**src/rtl/fill_seal_line_ctrl_if.sv**
```systemverilog
// Command/status bundle between the line sequencer and the filler/sealer controller.
// The sequencer drives the commands; the controller drives the actuators and status.
interface fill_seal_line_ctrl_if #(
  parameter int CNT_W = 8
);
  logic             startfill;
  logic             abort;
  logic             productook;
  logic             clear_fault;
  logic             llenando;
  logic             sellando;
  logic             LED;
  logic             fault;
  logic [2:0]       state_filler;
  logic [2:0]       state_sealer;
  logic [CNT_W-1:0] good_count;

  modport master (
    output startfill, abort, productook, clear_fault,
    input  llenando, sellando, LED, fault, state_filler, state_sealer, good_count
  );

  modport slave (
    input  startfill, abort, productook, clear_fault,
    output llenando, sellando, LED, fault, state_filler, state_sealer, good_count
  );
endinterface

```
**src/rtl/fill_seal_line_ctrl.sv**
```systemverilog
// Moore filler FSM and Mealy sealer FSM joined by a full/accept handshake, so the
// next fill overlaps the current seal; adds inspection timeout fault and good count.
module fill_seal_line_ctrl #(
  parameter int FILL_CYCLES = 8,
  parameter int SEAL_CYCLES = 4,
  parameter int TIMEOUT     = 16,
  parameter int CNT_W       = 8
) (
  input  logic                  clk,
  input  logic                  rst,
  fill_seal_line_ctrl_if.slave  bus
);
  localparam int FW   = (FILL_CYCLES > 1) ? $clog2(FILL_CYCLES) : 1;
  localparam int SMAX = (SEAL_CYCLES > TIMEOUT) ? SEAL_CYCLES : TIMEOUT;
  localparam int SW   = (SMAX > 1) ? $clog2(SMAX) : 1;
  localparam logic [FW-1:0] FILL_LAST = FW'(FILL_CYCLES - 1);
  localparam logic [SW-1:0] SEAL_LAST = SW'(SEAL_CYCLES - 1);
  localparam logic [SW-1:0] TMO_LAST  = SW'(TIMEOUT - 1);

  typedef enum logic [2:0] {
    F_IDLE = 3'd0,
    F_FILL = 3'd1,
    F_FULL = 3'd2
  } fstate_e;

  typedef enum logic [2:0] {
    S_IDLE    = 3'd0,
    S_SEAL    = 3'd1,
    S_WAIT_OK = 3'd2,
    S_FAULT   = 3'd3
  } sstate_e;

  fstate_e          f_q, f_d;
  sstate_e          s_q, s_d;
  logic [FW-1:0]    fcnt_q, fcnt_d;
  logic [SW-1:0]    scnt_q, scnt_d;
  logic [CNT_W-1:0] good_q, good_d;
  logic             accept;

  assign accept = (f_q == F_FULL) && (s_q == S_IDLE);

  always_ff @(posedge clk) begin
    if (rst) begin
      f_q    <= F_IDLE;
      s_q    <= S_IDLE;
      fcnt_q <= '0;
      scnt_q <= '0;
      good_q <= '0;
    end else begin
      f_q    <= f_d;
      s_q    <= s_d;
      fcnt_q <= fcnt_d;
      scnt_q <= scnt_d;
      good_q <= good_d;
    end
  end

  // Filler: abort beats fill completion, so an aborted last cycle yields no product.
  always_comb begin
    f_d    = f_q;
    fcnt_d = fcnt_q;
    case (f_q)
      F_IDLE: if (bus.startfill) begin
        f_d    = F_FILL;
        fcnt_d = '0;
      end
      F_FILL: begin
        if (bus.abort)                f_d = F_IDLE;
        else if (fcnt_q == FILL_LAST) f_d = F_FULL;
        else                          fcnt_d = fcnt_q + FW'(1);
      end
      F_FULL: if (accept) f_d = F_IDLE;
      default: f_d = F_IDLE;
    endcase
  end

  // Sealer: one counter serves both the seal duration and the inspection timeout.
  always_comb begin
    s_d    = s_q;
    scnt_d = scnt_q;
    good_d = good_q;
    case (s_q)
      S_IDLE: if (accept) begin
        s_d    = S_SEAL;
        scnt_d = '0;
      end
      S_SEAL: begin
        if (scnt_q == SEAL_LAST) begin
          s_d    = S_WAIT_OK;
          scnt_d = '0;
        end else begin
          scnt_d = scnt_q + SW'(1);
        end
      end
      S_WAIT_OK: begin
        if (bus.productook) begin
          s_d = S_IDLE;
          if (good_q != '1) good_d = good_q + CNT_W'(1);
        end else if (scnt_q == TMO_LAST) begin
          s_d = S_FAULT;
        end else begin
          scnt_d = scnt_q + SW'(1);
        end
      end
      S_FAULT: if (bus.clear_fault) s_d = S_IDLE;
      default: s_d = S_IDLE;
    endcase
  end

  assign bus.llenando     = (f_q == F_FILL);
  assign bus.sellando     = (s_q == S_SEAL);
  assign bus.fault        = (s_q == S_FAULT);
  assign bus.LED          = (s_q == S_WAIT_OK) && bus.productook;
  assign bus.state_filler = f_q;
  assign bus.state_sealer = s_q;
  assign bus.good_count   = good_q;
endmodule

```
**src/flat_wrapper.sv**
```systemverilog
// flat-port wrapper written by rule: the top's interface ports become plain ports
module fill_seal_line_ctrl_flat 
#(
  parameter int FILL_CYCLES = 8,
  parameter int SEAL_CYCLES = 4,
  parameter int TIMEOUT     = 16,
  parameter int CNT_W       = 8
)
  (clk, rst, bus_startfill, bus_abort, bus_productook, bus_clear_fault, bus_llenando, bus_sellando, bus_LED, bus_fault, bus_state_filler, bus_state_sealer, bus_good_count);
  fill_seal_line_ctrl_if #(.CNT_W(CNT_W)) bus_i ();
  input  logic clk;
  input  logic rst;
  input wire logic [$bits(bus_i.startfill)-1:0] bus_startfill;
  input wire logic [$bits(bus_i.abort)-1:0] bus_abort;
  input wire logic [$bits(bus_i.productook)-1:0] bus_productook;
  input wire logic [$bits(bus_i.clear_fault)-1:0] bus_clear_fault;
  output wire logic [$bits(bus_i.llenando)-1:0] bus_llenando;
  output wire logic [$bits(bus_i.sellando)-1:0] bus_sellando;
  output wire logic [$bits(bus_i.LED)-1:0] bus_LED;
  output wire logic [$bits(bus_i.fault)-1:0] bus_fault;
  output wire logic [$bits(bus_i.state_filler)-1:0] bus_state_filler;
  output wire logic [$bits(bus_i.state_sealer)-1:0] bus_state_sealer;
  output wire logic [$bits(bus_i.good_count)-1:0] bus_good_count;
  assign bus_i.startfill = bus_startfill;
  assign bus_i.abort = bus_abort;
  assign bus_i.productook = bus_productook;
  assign bus_i.clear_fault = bus_clear_fault;
  assign bus_llenando = bus_i.llenando;
  assign bus_sellando = bus_i.sellando;
  assign bus_LED = bus_i.LED;
  assign bus_fault = bus_i.fault;
  assign bus_state_filler = bus_i.state_filler;
  assign bus_state_sealer = bus_i.state_sealer;
  assign bus_good_count = bus_i.good_count;
  fill_seal_line_ctrl #(.FILL_CYCLES(FILL_CYCLES), .SEAL_CYCLES(SEAL_CYCLES), .TIMEOUT(TIMEOUT), .CNT_W(CNT_W)) u_core (.clk(clk), .rst(rst), .bus(bus_i));
endmodule
```
**config.mk**
```make
export PLATFORM = sky130hd
export DESIGN_NAME = fill_seal_line_ctrl_flat
export DESIGN_NICKNAME = d
export VERILOG_FILES = /design/src/rtl/fill_seal_line_ctrl_if.sv /design/src/rtl/fill_seal_line_ctrl.sv /design/src/flat_wrapper.sv
export SDC_FILE = /design/constraint.sdc
export NUM_CORES = 1
export LEC_CHECK = 0
export ABC_AREA = 0
export BUFFER_PORTS_ARGS = -buffer_cell sky130_fd_sc_hd__buf_2
export CORE_ASPECT_RATIO = 1.25
export CORE_MARGIN = 2
export CORE_UTILIZATION = 45
export CTS_CLUSTER_DIAMETER = 30
export DETAILED_ROUTE_END_ITERATION = 16
export PLACE_DENSITY = 0.68
export SYNTH_ARGS = -nofsm -noshare
export SYNTH_HDL_FRONTEND = slang
export SYNTH_SLANG_ARGS = --single-unit
export TNS_END_PERCENT = 5
```
**constraint.sdc**
```tcl
create_clock -name clk -period 5 [get_ports clk]
set_clock_uncertainty 0.05 [all_clocks]
set_input_delay 0.5 -clock clk [delete_from_list [all_inputs] [get_ports clk]]
set_output_delay 0.5 -clock clk [all_outputs]
set_load 0.01 [all_outputs]
```
Yosys cells after proc, flatten, opt, wreduce, memory -nomap -nowiden. Cells that the tools add are included. W data, S select, Z words.

Bits in registers: 21. Logic and storage cells: 59.

$add $sub $neg: 3. Eq/ne operators: 20. Muxes and demuxes: 20. Reduce and logical (&&, ||, !) cells: 11.

Operators with widths (number): $mux W3 (12); $mux W4 (4); $ne A2 B2 Y1 const B (6); $pmux W3 S4 (1); $pmux W4 S3 (1); $reduce_and A4 Y1 (3); $eq A3 B2 Y1 const B (3); $pmux W3 S3 (1); $add A8 B1 Y8 const B (1); $ne A8 B8 Y1 const B (1); $eq A3 B1 Y1 const B (2); $logic_not A3 Y1 (2); $ne A2 B1 Y1 const B (3); $ne A3 B2 Y1 const B (2); $pmux W3 S2 (1); $reduce_and A3 Y1 (2); $add A4 B1 Y4 const B (1); $eq A4 B2 Y1 const B (1); $eq A4 B4 Y1 const B (1); $add A3 B1 Y3 const B (1); $eq A3 B3 Y1 const B (1); $reduce_bool A3 Y1 (1); $logic_and A1 B1 Y1 (2); $reduce_bool A2 Y1 (1).

Longest topological paths before layout.
Depth in word-level cells: 4. Depth in mapped cells: 7. Gate-level depth less buffers: 7.

Least setup slack after synthesis. OpenSTA, ideal clock, no wires.

Path type: reg-to-reg. Start point: register u_core.s_q[0] (netlist: u_core.bus.state_sealer[0]). End point: register u_core.good_q[5] (netlist: u_core.bus.good_count[5]). Arrival: 1.554 ns. Required time: 4.827 ns. Path slack: 3.272 ns. Stages on the path, launching flop included: 8. Path buffers: 0. Clock period less this slack: 1.728 ns. Cell sequence: dfxtp_1 inv_1 ha_1 nand2_1 inv_1 o211ai_1 nor2_1 mux2_1.

Longest elaborated chain between the ends: 2.

Ends and longest elaborated chain: from (decl) (RTL line fill_seal_line_ctrl.sv:34) `sstate_e s_q, s_d;`; from (signal assigned) (RTL line fill_seal_line_ctrl.sv:45) `s_q <= S_IDLE;`; from (signal assigned) (RTL line fill_seal_line_ctrl.sv:51) `s_q <= s_d;`; $eq A3 B2 Y1 (RTL line fill_seal_line_ctrl.sv:82) `case (s_q)`; $reduce_and A3 Y1 (no line); to (signal assigned) (RTL line fill_seal_line_ctrl.sv:54) `good_q <= good_d;`; to (decl) (RTL line fill_seal_line_ctrl.sv:37) `logic [CNT_W-1:0] good_q, good_d;`.

No other way between the ends. A chain may end at the register's enable or synchronous reset.

Final worst setup path.
Start point: register u_core.s_q[0] (netlist: u_core.bus.state_sealer[0]). End point: output bus_LED.

Longest elaborated chain between the ends: 2.

Ends and longest elaborated chain: $eq A3 B2 Y1 (RTL line fill_seal_line_ctrl.sv:113) `assign bus.LED = (s_q == S_WAIT_OK) && bus.productook;`; $logic_and A1 B1 Y1 (RTL line fill_seal_line_ctrl.sv:113); to (decl) (RTL line flat_wrapper.sv:19) `output wire logic [$bits(bus_i.LED)-1:0] bus_LED;`.

No other way between the ends.

==> results.sh <==
export IMPL_maxClockFrequency_mhz=470.0
export IMPL_die_x_um=48.84
export IMPL_dieArea_um2=2933
export IMPL_root_buffer="clkbuf_4"
export IMPL_start_util_pct=47.08
export IMPL_netlist_instances=129
export IMPL_initialDrtViolationCount=31
export IMPL_ant_nets=0
export IMPL_globalRouteOverflowTotal=0
export IMPL_fin_setup_tns_ns=0
export IMPL_clock_latency_ns=0.30
export IMPL_cp_start_kind="register"
export IMPL_grt_pass1_vias=963
export IMPL_yosys_warnings=0
export IMPL_swShare_pct=22.73
export IMPL_clock_sinks=19
export IMPL_placed_cell_area_um2=1259
export IMPL_io_pins=24
export IMPL_power_share_sequential_pct=62.6
export IMPL_synth_edf_count=0
export IMPL_r2r_slack_ns=3.14
export IMPL_syn_to_final_growth_pct=13.61
export IMPL_grt_start_max_net_pins=22
export IMPL_nNetsFinal=167
export IMPL_ctsLongestPathBuffers=2
export IMPL_status="completed"
export IMPL_cts_tree="done"
export IMPL_ys_types=42
export IMPL_avgSynthCellArea_um2=8.768
export IMPL_viasPerCell=5.462
export IMPL_maxCapViolCount=0
export IMPL_via_count=1005
export IMPL_clk_pin_slew_ns=0.11
export IMPL_antenna_cells=0
export IMPL_grt_util_all_layers_pct=17.94
export IMPL_die_y_um=60.06
export IMPL_drive_gt1_share_pct=20.53
export IMPL_setup_viol=0
export IMPL_fp_coreArea_um2=2402
export IMPL_post_cts_setup_buffers=0
export IMPL_numPortBuffers=21
export IMPL_clkPwrFrac_pct=31.6
export IMPL_slew_violations=0
export IMPL_fin_util_pct=53.49
export IMPL_criticalPathCategory="reg2out"
export IMPL_dpl_hpwl_mm=1.782
export IMPL_ys_seq_elements=19
export IMPL_synth_cell_area_um2=1131
export IMPL_post_cts_resize_count=0
export IMPL_dr_pass1_iters=4
export IMPL_comb_power_share_pct=5.8
export IMPL_ys_seq_area_share_pct=33.63
export IMPL_num_rows=20
export IMPL_power_leakage_nw=0.5907
export IMPL_hold_violations=0
export IMPL_crit_required_ns=4.45
export IMPL_wire_per_inst_um=12.73
export IMPL_postLayoutCellArea_um2=1285
export IMPL_hold_path_class="reg2reg"
export IMPL_power_density_nw_per_um2=190.6
export IMPL_p_int_mw=0.1892
export IMPL_cts_max_level=1
export IMPL_synth_main_ff_cell="dfxtp_1"
export IMPL_drt_total_wl_mm=2.343
export IMPL_min_period_ns=2.128
export IMPL_path_max_fanout=8
export IMPL_drc=0
export IMPL_dp_slack_ns=3.167
export IMPL_ctsHoldBuffers=0
export IMPL_async_flop_share_pct=0
export IMPL_setup_ws_ns=2.872
export IMPL_grt_pass1_wl_mm=4.077
export IMPL_end_kind="output pin"
export IMPL_antenna_found_initial=0
export IMPL_peakVddDrop_mv=0.1012
export IMPL_timing_final_crit_share_pct=42.55
export IMPL_worstPathArrival_ns=1.58
export IMPL_place_gp_congestion=0.7894
export IMPL_p_switching_mw=0.05567
export IMPL_cts_buffers=3
export IMPL_rsz0062_at_grt="false"
cell families (layout without fill, tap and decap cells):
family	count (synthesis)	after routing	synth area share [%]
other	1	2	0.3315
muxes	6	6	5.531
DFF	19	19	33.63
buffers and inverters	9	30	3.650
and+or+nand+nor	52	52	25.00
AOI/OAI and AO/OA	29	29	18.81
xor gates and xnor gates	4	4	3.098
adders and majority gates	9	9	9.956
sequential cells by signal, indices dropped and copies added (netlist names):
signal and cells:
u_core.bus.state_sealer 2, u_core.scnt_q 4, u_core.fcnt_q 3, u_core.bus.state_filler 2, u_core.bus.good_count 8
path summary, 6_finish.rpt:
check                                           from                                    end  cells after the start
max reg2reg  u_core.bus.state_sealer[0]$_SDFFE_PP0P_  u_core.bus.good_count[5]$_SDFFE_PP0P_                      7
min                    u_core.scnt_q[1]$_SDFFE_PP0P_          u_core.scnt_q[1]$_SDFFE_PP0P_                      2
min reg2reg            u_core.scnt_q[1]$_SDFFE_PP0P_          u_core.scnt_q[1]$_SDFFE_PP0P_                      2
max          u_core.bus.state_sealer[0]$_SDFFE_PP0P_                                bus_LED                      5
worst max-delay path, stage by stage, from the launching register on:
cell and delay [ns]:
dfxtp_1 0.45, inv_1 0.13, ha_1 0.31, nand2_1 0.16, inv_1 0.10, buf_2 0.15
power by group through the flow:
| stage | Sequential [mW] | Combinational (mW) | Clock (mW) |
|---|---|---|---|
| 6_report | 0.153 | 0.0142 | 0.0775 |
| 5_1_grt | 0.154 | 0.0156 | 0.0885 |
| 4_1_cts | 0.153 | 0.0143 | 0.0821 |
| 3_5_place_dp | 0.157 | 0.0143 | 0 |
| 3_3_place_gp | 0.157 | 0.0139 | 0 |
| 2_1_floorplan | 0.157 | 0.0103 | 0 |
cells in the final DEF (no fill, tap or decap), drive strengths merged, types with 3 or more instances in the layout:
cell type	instances
inv	5
o21ai	7
a21oi	9
a21o	3
buf	21
nand2	6
nor2b	6
ha	9
dfxtp	19
nor2	17
nand2b	3
clkbuf	4
and3	3
nand3	5
xor2	3
mux2i	4
synthesized netlist by cell type, drive strengths merged (2+ instances only):
library cell	n	area share (%)
dfxtp	19	34
nor2	17	5.6
a21oi	9	4.3
ha	9	10
o21ai	7	3.1
nand2	6	2.0
nor2b	6	3.3
inv	5	1.7
nand3	5	2.2
mux2i	4	3.5
a21o	3	2.0
and3	3	1.8
buf	3	1.7
nand2b	3	1.7
xor2	3	2.3
a221oi	2	3.7
and2	2	1.1
mux2	2	2.0
nand4b	2	1.5
o211ai	2	1.3
or3b	2	1.8
cell type report:
cell class	instances	area, µm²
clock buffers	4	26.28
fillers	247	1117
inverters	5	18.77
multi-input cells	102	713.2
flip-flops and latches	19	380.4
well taps	33	41.29
repair buffers	21	105.1
per-layer routing:
| metal | vias up | wire (µm) | track usage, % |
|---|---|---|---|
| li1 | 498 | - | - |
| met1 | 473 | 1011 | 19.35 |
| met2 | 28 | 1205 | 33.07 |
| met3 | 6 | 89 | 3.750 |
| met4 | 0 | 37 | 9.796 |
| met5 | - | 0 | 0 |
metrics by stage:
stage	power (mW)	hold slack, ns	std cells
5_1_grt	0.2576	0.4583	184
4_1_cts	0.2497	0.4362	184
2_1_floorplan	0.1671	0.3988	130
3_5_place_dp	0.1709	0.4182	180
6_report	0.2449	0.4342	184
3_3_place_gp	0.1705	0.4116	180
No activity file was read; power rests on OpenSTA's default activity.
